### config.mk
export PLATFORM = sky130hd
export DESIGN_NAME = fp_cmp_result80_flat
export DESIGN_NICKNAME = d
export VERILOG_FILES = /design/src/rtl/fp_cmp_result80_if.sv /design/src/rtl/fp_cmp_result80.sv /design/src/flat_wrapper.sv
export SDC_FILE = /design/constraint.sdc
export NUM_CORES = 1
export LEC_CHECK = 0
export ABC_AREA = 0
export BUFFER_PORTS_ARGS = -buffer_cell sky130_fd_sc_hd__buf_4
export CAP_MARGIN = 20
export CORE_UTILIZATION = 25
export DETAILED_ROUTE_END_ITERATION = 10
export GPL_TIMING_DRIVEN = 0
export SLEW_MARGIN = 0
export SYNTH_ARGS = -nofsm -noshare
export SYNTH_HDL_FRONTEND = slang
export SYNTH_SLANG_ARGS = --single-unit
### constraint.sdc
create_clock -name clk -period 2.7 [get_ports clk]
set_input_delay 0.135 -clock clk [delete_from_list [all_inputs] [get_ports clk]]
set_output_delay 0.135 -clock clk [all_outputs]
set_load 0.01 [all_outputs]
### src/rtl/fp_cmp_result80_if.sv
// Stream interface between the FP compare unit, this result stage and writeback.
// Carries the upstream compare payload with its valid/ready pair and the
// downstream result bus with its own valid/ready pair.
interface fp_cmp_result80_if #(
   parameter int unsigned TAGW = 6,
   parameter int unsigned RESW = 64
);
   logic            in_valid;
   logic            in_ready;
   logic [15:0]     in_cmp;
   logic            in_snan;
   logic            in_inf;
   logic [3:0]      in_op;
   logic            in_sig;
   logic [TAGW-1:0] in_tag;

   logic            out_valid;
   logic            out_ready;
   logic [RESW-1:0] out_res;
   logic [TAGW-1:0] out_tag;
   logic            out_nv;
   logic            out_illegal;

   // Environment side: drives compare payload, consumes results.
   modport master (
      output in_valid, in_cmp, in_snan, in_inf, in_op, in_sig, in_tag, out_ready,
      input  in_ready, out_valid, out_res, out_tag, out_nv, out_illegal
   );

   // Result stage side.
   modport slave (
      input  in_valid, in_cmp, in_snan, in_inf, in_op, in_sig, in_tag, out_ready,
      output in_ready, out_valid, out_res, out_tag, out_nv, out_illegal
   );
endinterface

### src/rtl/fp_cmp_result80.sv
// Result stage behind the 80-bit FP compare unit.
// Selects the requested predicate, computes the IEEE invalid exception
// (quiet vs signaling compare), keeps sticky nv/inf flags and hands results
// to writeback through an output register backed by a one-entry skid buffer.
// Optional macro FPCMP_STATS_EN adds saturating transfer / nv counters.
module fp_cmp_result80 #(
   parameter int unsigned TAGW = 6,
   parameter int unsigned RESW = 64
) (
   input  logic                clk,
   input  logic                rst,
   fp_cmp_result80_if.slave    bus,
   input  logic                clr_flags,
   output logic                flag_nv,
   output logic                flag_inf
`ifdef FPCMP_STATS_EN
   ,
   output logic [31:0]         stat_cmp,
   output logic [31:0]         stat_nv
`endif
);

   typedef struct packed {
      logic [RESW-1:0] res;
      logic [TAGW-1:0] tag;
      logic            nv;
      logic            illegal;
      logic            inf;
   } entry_t;

   entry_t new_e;
   entry_t out_e;
   entry_t skid_e;
   logic   out_valid_r;
   logic   skid_valid;
   logic   in_ready_r;
   logic   in_xfer;
   logic   out_xfer;

   assign in_xfer  = bus.in_valid && in_ready_r;
   assign out_xfer = out_valid_r && bus.out_ready;

   // Decode the predicate and invalid exception for the incoming compare.
   always_comb begin
      new_e     = '0;
      new_e.tag = bus.in_tag;
      new_e.inf = bus.in_inf;
      case (bus.in_op)
         4'd0, 4'd1, 4'd2, 4'd3, 4'd4,
         4'd8, 4'd9, 4'd10, 4'd11, 4'd12: new_e.res[0]    = bus.in_cmp[bus.in_op];
         4'd15:                           new_e.res[15:0] = bus.in_cmp;
         default:                         new_e.illegal   = 1'b1;
      endcase
      // Upstream nan flag is deliberately not used: only unordered (signaling)
      // or an sNaN operand (quiet) raise invalid.
      new_e.nv = !new_e.illegal && (bus.in_sig ? bus.in_cmp[4] : bus.in_snan);
   end

   // Output register with skid buffer; in_ready is registered as ~skid_valid.
   always_ff @(posedge clk) begin
      if (rst) begin
         out_valid_r <= 1'b0;
         skid_valid  <= 1'b0;
         in_ready_r  <= 1'b1;
         out_e       <= '0;
         skid_e      <= '0;
      end else begin
         if (out_xfer || !out_valid_r) begin
            // in_ready is low whenever skid holds data, so in_xfer cannot
            // coincide with a skid refill of the output register.
            if (skid_valid) begin
               out_e       <= skid_e;
               out_valid_r <= 1'b1;
               skid_valid  <= 1'b0;
               in_ready_r  <= 1'b1;
            end else if (in_xfer) begin
               out_e       <= new_e;
               out_valid_r <= 1'b1;
            end else begin
               out_valid_r <= 1'b0;
            end
         end else if (in_xfer) begin
            skid_e     <= new_e;
            skid_valid <= 1'b1;
            in_ready_r <= 1'b0;
         end
      end
   end

   assign bus.in_ready    = in_ready_r;
   assign bus.out_valid   = out_valid_r;
   assign bus.out_res     = out_e.res;
   assign bus.out_tag     = out_e.tag;
   assign bus.out_nv      = out_e.nv;
   assign bus.out_illegal = out_e.illegal;

   // Sticky flags: a set on this cycle's transfer wins over a clear.
   always_ff @(posedge clk) begin
      if (rst) begin
         flag_nv  <= 1'b0;
         flag_inf <= 1'b0;
      end else begin
         flag_nv  <= (out_xfer && out_e.nv)  || (flag_nv  && !clr_flags);
         flag_inf <= (out_xfer && out_e.inf) || (flag_inf && !clr_flags);
      end
   end

`ifdef FPCMP_STATS_EN
   logic [31:0] stat_cmp_r;
   logic [31:0] stat_nv_r;

   // Saturating transfer counters; clear with a coincident increment leaves 1.
   always_ff @(posedge clk) begin
      if (rst) begin
         stat_cmp_r <= '0;
         stat_nv_r  <= '0;
      end else begin
         if (clr_flags)
            stat_cmp_r <= {31'd0, out_xfer};
         else if (out_xfer && stat_cmp_r != '1)
            stat_cmp_r <= stat_cmp_r + 32'd1;

         if (clr_flags)
            stat_nv_r <= {31'd0, out_xfer && out_e.nv};
         else if (out_xfer && out_e.nv && stat_nv_r != '1)
            stat_nv_r <= stat_nv_r + 32'd1;
      end
   end

   assign stat_cmp = stat_cmp_r;
   assign stat_nv  = stat_nv_r;
`endif

endmodule

### src/flat_wrapper.sv
// flat-port wrapper written by rule: the top's interface ports become plain ports
module fp_cmp_result80_flat 
#(
   parameter int unsigned TAGW = 6,
   parameter int unsigned RESW = 64
)
  (clk, rst, clr_flags, flag_nv, flag_inf, bus_in_valid, bus_in_cmp, bus_in_snan, bus_in_inf, bus_in_op, bus_in_sig, bus_in_tag, bus_out_ready, bus_in_ready, bus_out_valid, bus_out_res, bus_out_tag, bus_out_nv, bus_out_illegal);
  fp_cmp_result80_if #(.TAGW(TAGW), .RESW(RESW)) bus_i ();
  input  logic clk;
  input  logic rst;
  input  logic clr_flags;
  output logic flag_nv;
  output logic flag_inf;
  input wire logic [$bits(bus_i.in_valid)-1:0] bus_in_valid;
  input wire logic [$bits(bus_i.in_cmp)-1:0] bus_in_cmp;
  input wire logic [$bits(bus_i.in_snan)-1:0] bus_in_snan;
  input wire logic [$bits(bus_i.in_inf)-1:0] bus_in_inf;
  input wire logic [$bits(bus_i.in_op)-1:0] bus_in_op;
  input wire logic [$bits(bus_i.in_sig)-1:0] bus_in_sig;
  input wire logic [$bits(bus_i.in_tag)-1:0] bus_in_tag;
  input wire logic [$bits(bus_i.out_ready)-1:0] bus_out_ready;
  output wire logic [$bits(bus_i.in_ready)-1:0] bus_in_ready;
  output wire logic [$bits(bus_i.out_valid)-1:0] bus_out_valid;
  output wire logic [$bits(bus_i.out_res)-1:0] bus_out_res;
  output wire logic [$bits(bus_i.out_tag)-1:0] bus_out_tag;
  output wire logic [$bits(bus_i.out_nv)-1:0] bus_out_nv;
  output wire logic [$bits(bus_i.out_illegal)-1:0] bus_out_illegal;
  assign bus_i.in_valid = bus_in_valid;
  assign bus_i.in_cmp = bus_in_cmp;
  assign bus_i.in_snan = bus_in_snan;
  assign bus_i.in_inf = bus_in_inf;
  assign bus_i.in_op = bus_in_op;
  assign bus_i.in_sig = bus_in_sig;
  assign bus_i.in_tag = bus_in_tag;
  assign bus_i.out_ready = bus_out_ready;
  assign bus_in_ready = bus_i.in_ready;
  assign bus_out_valid = bus_i.out_valid;
  assign bus_out_res = bus_i.out_res;
  assign bus_out_tag = bus_i.out_tag;
  assign bus_out_nv = bus_i.out_nv;
  assign bus_out_illegal = bus_i.out_illegal;
  fp_cmp_result80 #(.TAGW(TAGW), .RESW(RESW)) u_core (.clk(clk), .rst(rst), .bus(bus_i), .clr_flags(clr_flags), .flag_nv(flag_nv), .flag_inf(flag_inf));
endmodule
==> summary.md, run 1 <==
| Metric | Value |
|---|---|
| N_diodes | `0` |
| Yosys cell types | `27` |
| Data required, critical path | `2900 ps` |
| Clk_lat worst skew | `290 ps` |
| CP max FO | `10` |
| Sequential area share after synthesis | `38.46%` |
| Die ar. | `0.01188 mm^2` |
| Rows | `38` |
| Status | `complete, no violations` |
| Worst slew pin tran | `around 630 ps` |
| Area leader, netlist | `dfxtp_1` |
| Setup TNS Final | `0 ps` |
| Cells after Synth | `around 350` |
| Highest clock rate | `0.5986 GHz` |
| CP Data Arrival Time | `1870 ps` |
| Critical path origin | `u_core.bus.in_ready` |
| Clk pwr share | `33.7%` |
| Post-synth EDFFs | `0` |
| Clock Tree Root | `clkbuf_16` |
| Fin area | `0.003809 mm^2` |
| PwrDens | `a little under 500 mW/mm^2` |
| Layout Skew | `6.354 ps` |
| Core footprint | `~0.011 mm^2` |
| CP dominant cell by count | `nor2_1` |
| IO Pins | `110` |
| Num CTS Buffers | `5` |
| Layout area overhead | `33.04%` |
| Async SR Flop Fraction | `0%` |
| Comb pwr share | `20.2%` |
| P_sw | `501.5 uW` |
| GRT overflow | `0` |
| Final instance count without filler cells | `between 600 and 700` |
| Maximum vdd drop | `0.2868 mV` |
| Number of failing hold endpoints at the final stage | `0` |
| Slew HR | `57.93%` |
| Max reg flops | `25` |
| Yosys warnings | `0` |
| Post-route ant nets | `0` |
| Post-DR vias/cell | `roughly 4.2` |
| WP buf/inv | `1` |
| Count of final setup violators | `0` |
| Most frequent cell after synthesis | `buf_4` |
| Critical R2R Launch | `u_core.bus.in_ready` |
| Chain of cells forming the critical path | `a21oi_1, nor2_1, clkbuf_1, nor2_1, a311oi_1` |
| HP Class | `in2reg` |
| Crit path kind | `reg2reg` |
| CP max-delay cell | `clkbuf_1` |
| P_leak | `0.001665 uW` |
| CTS Hold Buffers Added | `0` |
| Area after DPL | `0.003665 mm^2` |
| Prevailing post-synth register cell | `dfxtp_1` |
| Clock slew at reported path FFs | `70 ps` |
| Post-Route Utilization | `about a third` |
| Placed insts | `595` |
| Number of global-route vias before repair | `2,270` |
| Share of layout cells above drive strength 1 | `31.97%` |
| Syn avg cell area | `roughly 8.2 um^2` |
| Yosys reg bits | `55` |
| Final #Nets | `496` |
| Sequential Power Share | `46.2%` |
| H-tree Lvls | `2` |
| Drt wl/cell | `12.28 um` |
| Via count | `2,544` |
| DP Wirelength | `5717 um` |
| Startpoint types | `register` |
| Max incr delay on CP | `between 400 and 500 ps` |
| Drt total wl | `7403 um` |
| Post-CTS resize count | `0` |
| Final worst-path cycle share | `between 60% and 70%` |
| Sw Share | `26.52%` |
| Die Wd | `109.0 um` |
| Setup crit end kind | `register` |
| Max Buffers Root-to-Sink | `2` |
| Hold_sp | `bus_in_inf` |
| Largest net degree at the start of global routing | `18` |
| Initial antenna violation count | `0` |
| Largest cells by area after synthesis | `dfxtp_1 (38%), buf_4 (18%), nand2_1 (6.7%)` |
| Max-cap violations | `0` |
| Top cell type's share of synthesized area | `38.46%` |
| Post-CTS setup buffers | `0` |
| DR DRC count | `0` |
| Period minus WS final | `1671 ps` |
| IO Port Bufs | `60` |
| Hold WS | `93.37 ps` |
| Internal power | `1390 uW` |
| First drt pass iteration count | `4` |
| Sink Count | `55` |
| Synth top cells by count | `buf_4 (70), dfxtp_1 (55), nand2_1 (51)` |
| CTS tree | `yes` |
| Largest Register | `u_core.skid_e` |
| First-pass GRT wire length | `11,250 um` |
| Gr usage total | `12.57%` |
| RSZ-0062 raised after global routing | `false` |
| Synthesized area | `0.002863 mm^2` |
| Fin. max-slew vios | `0` |
| RD Place Congestion | `0.8411` |
| CP top delay family | `buffers and inverters` |
| Initial Util | `a little over a quarter` |
| Die Y | `109.0 um` |
| Iteration-0 DRC Markers | `86` |
area by class of cell:
class / instances / area, um^2
well taps: 140 / 175.2
clock buffers: 5 / 125.1
fillers: 1147 / 7174
repair buffers: 60 / 450.4
clock inverters: 3 / 18.77
plain buffers: 94 / 623.1
multi-input cells: 242 / 1300
inverters: 4 / 15.01
flip-flops and latches: 55 / 1101
through the flow:
stage	power [uW]	setup slack (ps)
detailed placement	1275	1033
finish	1891	1029
global placement	1269	1083
global route	1976	844.4
CTS	1900	1013
floorplan	1131	1318
placed cells by master (no fill, tap or decap), types with 16 or more instances in the layout:
master	count
buf_4	130
dfxtp_1	55
nand2_1	51
conb_1	48
nor2_1	29
a21oi_1	27
nand3_1	17
clkbuf_1	16
nand3b_1	16
a311oi_1	16
worst paths after layout:
kind / end / slack [ps] / cells past startpoint
max: u_core.bus.out_res[4] / 1030 / 5
min reg2reg: u_core.skid_e[23] / 460 / 2
max reg2reg: u_core.bus.out_res[4] / 1030 / 5
min: u_core.skid_e[0] / 90 / 3
power groups by stage:
stage / sequential (uW) / clock (uW) / combinational [uW]
2_1_floorplan: 886 / 0 / 245
3_3_place_gp: 891 / 0 / 378
3_5_place_dp: 892 / 0 / 383
4_1_cts: 873 / 644 / 383
5_1_grt: 877 / 682 / 417
6_report: 873 / 637 / 382
worst min-delay path: cells and delay by family:
| family | cells | cell delay [ps] |
|---|---|---|
| buffers and inverters | 1 | 110 |
| AOI/OAI and AO/OA | 1 | 50 |
| and+or+nand+nor | 1 | 50 |
cell families after synthesis:
family	count (synthesis)	share of synthesized area [%]
other	1	0.1310
and+or+nand+nor	121	19.36
muxes	13	5.507
AOI/OAI and AO/OA	60	14.25
DFF	55	38.46
buffers and inverters	98	22.29
routing by layer:
metal / wire length [um] / track usage, %
met1: 2900 / 13.46
met2: 3870 / 24.03
met3: 520 / 3.048
met4: 112 / 3.668
met5: 0 / 0
Note: power is estimated with default switching activity, not from simulation.
==> run 2: changes to the inputs <==
- clock period: 2.7 -> 1.4 ns (I/O delays scaled with it)
==> summary.md, run 2 (synthesis gave the netlist of run 1 again) <==
| Metric | Value |
|---|---|
| Die Y | `109.0 um` |
| RSZ-0062 raised after global routing | `true` |
| Core footprint | `about 0.011 mm^2` |
| Comb pwr share | `21.1%` |
| Largest Register | `u_core.skid_e` |
| Rows | `38` |
| H-tree Lvls | `2` |
| Via count | `2,572` |
| Setup TNS Final | `0 ps` |
| Share of layout cells above drive strength 1 | `~37%` |
| Die ar. | `~0.012 mm^2` |
| PnR Total Power | `3700 uW` |
| Period minus WS final | `1339 ps` |
| Max-cap violations | `0` |
| Data required, critical path | `1620 ps` |
| Post-route ant nets | `0` |
| Setup crit end kind | `register` |
| RD Place Congestion | `approximately 0.84` |
| Number of global-route vias before repair | `2,287` |
| P_leak | `0.001730 uW` |
| Final worst-path cycle share | `95.63%` |
| Drt wl/cell | `12.51 um` |
| Die Wd | `109.0 um` |
| Startpoint types | `register` |
| Fin. max-slew vios | `0` |
| HP Class | `in2reg` |
| Sw Share | `between 20% and 30%` |
| R2r endpoint | `u_core.skid_e[20]` |
| CTS Hold Buffers Added | `0` |
| Max Buffers Root-to-Sink | `2` |
| First drt pass iteration count | `6` |
| Layout Skew | `8.289 ps` |
| Final instance count without filler cells | `606` |
| Number of failing hold endpoints at the final stage | `0` |
| Clk_lat worst skew | `290 ps` |
| Drt total wl | `7580 um` |
| Highest clock rate | `approximately 0.75 GHz` |
| Sequential Power Share | `45.5%` |
| CP max FO | `7` |
| Gr usage total | `12.61%` |
| Internal power | `between 2000 and 3000 uW` |
| Fillers | `roughly 1,100` |
| Pre-CTS setup slack | `-267.2 ps` |
| Reg-to-reg setup timing slack | `between 60 and 70 ps` |
| Clock slew at reported path FFs | `around 70 ps` |
| Worst slew pin tran | `611.8 ps` |
| IO Pins | `110` |
| Largest net degree at the start of global routing | `18` |
| Critical R2R Launch | `u_core.bus.out_valid` |
| Post-DR vias/cell | `4.244` |
| Crit path kind | `reg2reg` |
| Clk pwr share | `33.4%` |
| Final WS setup | `61.22 ps` |
| CP Data Arrival Time | `1560 ps` |
| Clock Tree Root | `clkbuf_16` |
| Num CTS Buffers | `5` |
| R2R depth | `6` |
| Initial Util | `a little over a quarter` |
| P_sw | `roughly 990 uW` |
| Hold_sp | `bus_in_tag[3]` |
| Iteration-0 DRC Markers | `108` |
| Maximum vdd drop | `0.5611 mV` |
| Sink Count | `55` |
| CTS tree | `yes` |
| Worst hold path depth | `3` |
| N_diodes | `0` |
| Most common cell after layout, fill and taps aside | `buf_4` |
| Layout area overhead | `38.77%` |
| Status | `complete, no violations` |
| Slew HR | `59.21%` |
| GRT overflow | `0` |
| DR DRC count | `0` |
| Initial antenna violation count | `0` |
| First-pass GRT wire length | `11,270 um` |
| PwrDens | `~930 mW/mm^2` |
| Max reg flops | `25` |
| Worst Hold Path EP | `u_core.skid_e[6]` |
| Final #Nets | `499` |
| Post-Route Utilization | `a little over a third` |
| Critical path origin | `u_core.bus.out_valid` |
| Count of final setup violators | `0` |
| DP Wirelength | `5717 um` |
| Placed insts | `595` |
| Most frequent cells in the layout | `buf_4 (134), dfxtp_1 (53), nand2_1 (51)` |
| IO Port Bufs | `60` |
==> run 2: per-stage QoR <==
step / area [um^2] / hold WS, ps
floorplan: 3039 / 206.0
global placement: 3665 / 329.3
detailed placement: 3665 / 337.2
CTS: 3852 / 27.82
global route: 3973 / 38.61
finish: 3973 / 23.53
==> run 2: layout make-up <==
cell class              instances  area, um^2  share of cell area (%)
plain buffers                  94       679.4                   17.10
clock buffers                   5       125.1                   3.150
clock inverters                 3       18.77                  0.4724
inverters                       4       15.01                  0.3780
well taps                     140       175.2                   4.409
flip-flops and latches         55        1106                   27.84
repair buffers                 63       490.5                   12.35
multi-input cells             242        1363                   34.30
==> run 2: how the worst max path moves through the flow <==
stage	endpoint	slack, ps
global route	u_core.skid_e[4]	-20
global placement	u_core.bus.out_res[12]	-220
CTS	u_core.skid_e[20]	-2
finish	u_core.skid_e[20]	60
floorplan	u_core.skid_e[24]	20
detailed placement	u_core.bus.out_tag[3]	-270
==> run 2: power groups by stage <==
stage                     clock network [uW]  registers [uW]  logic [uW]
after floorplan                            0            1710         472
after global placement                     0            1720         729
after detailed placement                   0            1720         738
after CTS                               1240            1690         753
after global routing                    1310            1690         850
final                                   1240            1680         781
==> run 2: routing by layer <==
layer  global-route usage (%)  vias to the layer above  routed length, um
met3                    3.048                        6                617
met2                    23.67                       90               3988
li1                         -                     1304                  -
met4                    4.440                        0                107
met5                        0                        -                  0
met1                    13.57                     1172               2867
==> run 2: worst max-delay path, cell delays in order (launching register included) <==
cell	delay [ps]
dfxtp_4	350
nor2b_4	210
and3_4	220
buf_8	130
buf_8	120
nand3_2	80
a21oi_2	160
==> run 2: what timing repair did <==
item	CTS	global route
pin swaps	0	3
endpoints found under the setup margin	47	46
gates resized for setup	20	28
hold endpoints to repair	0	0
gates cloned	0	1
buffers inserted	0	2
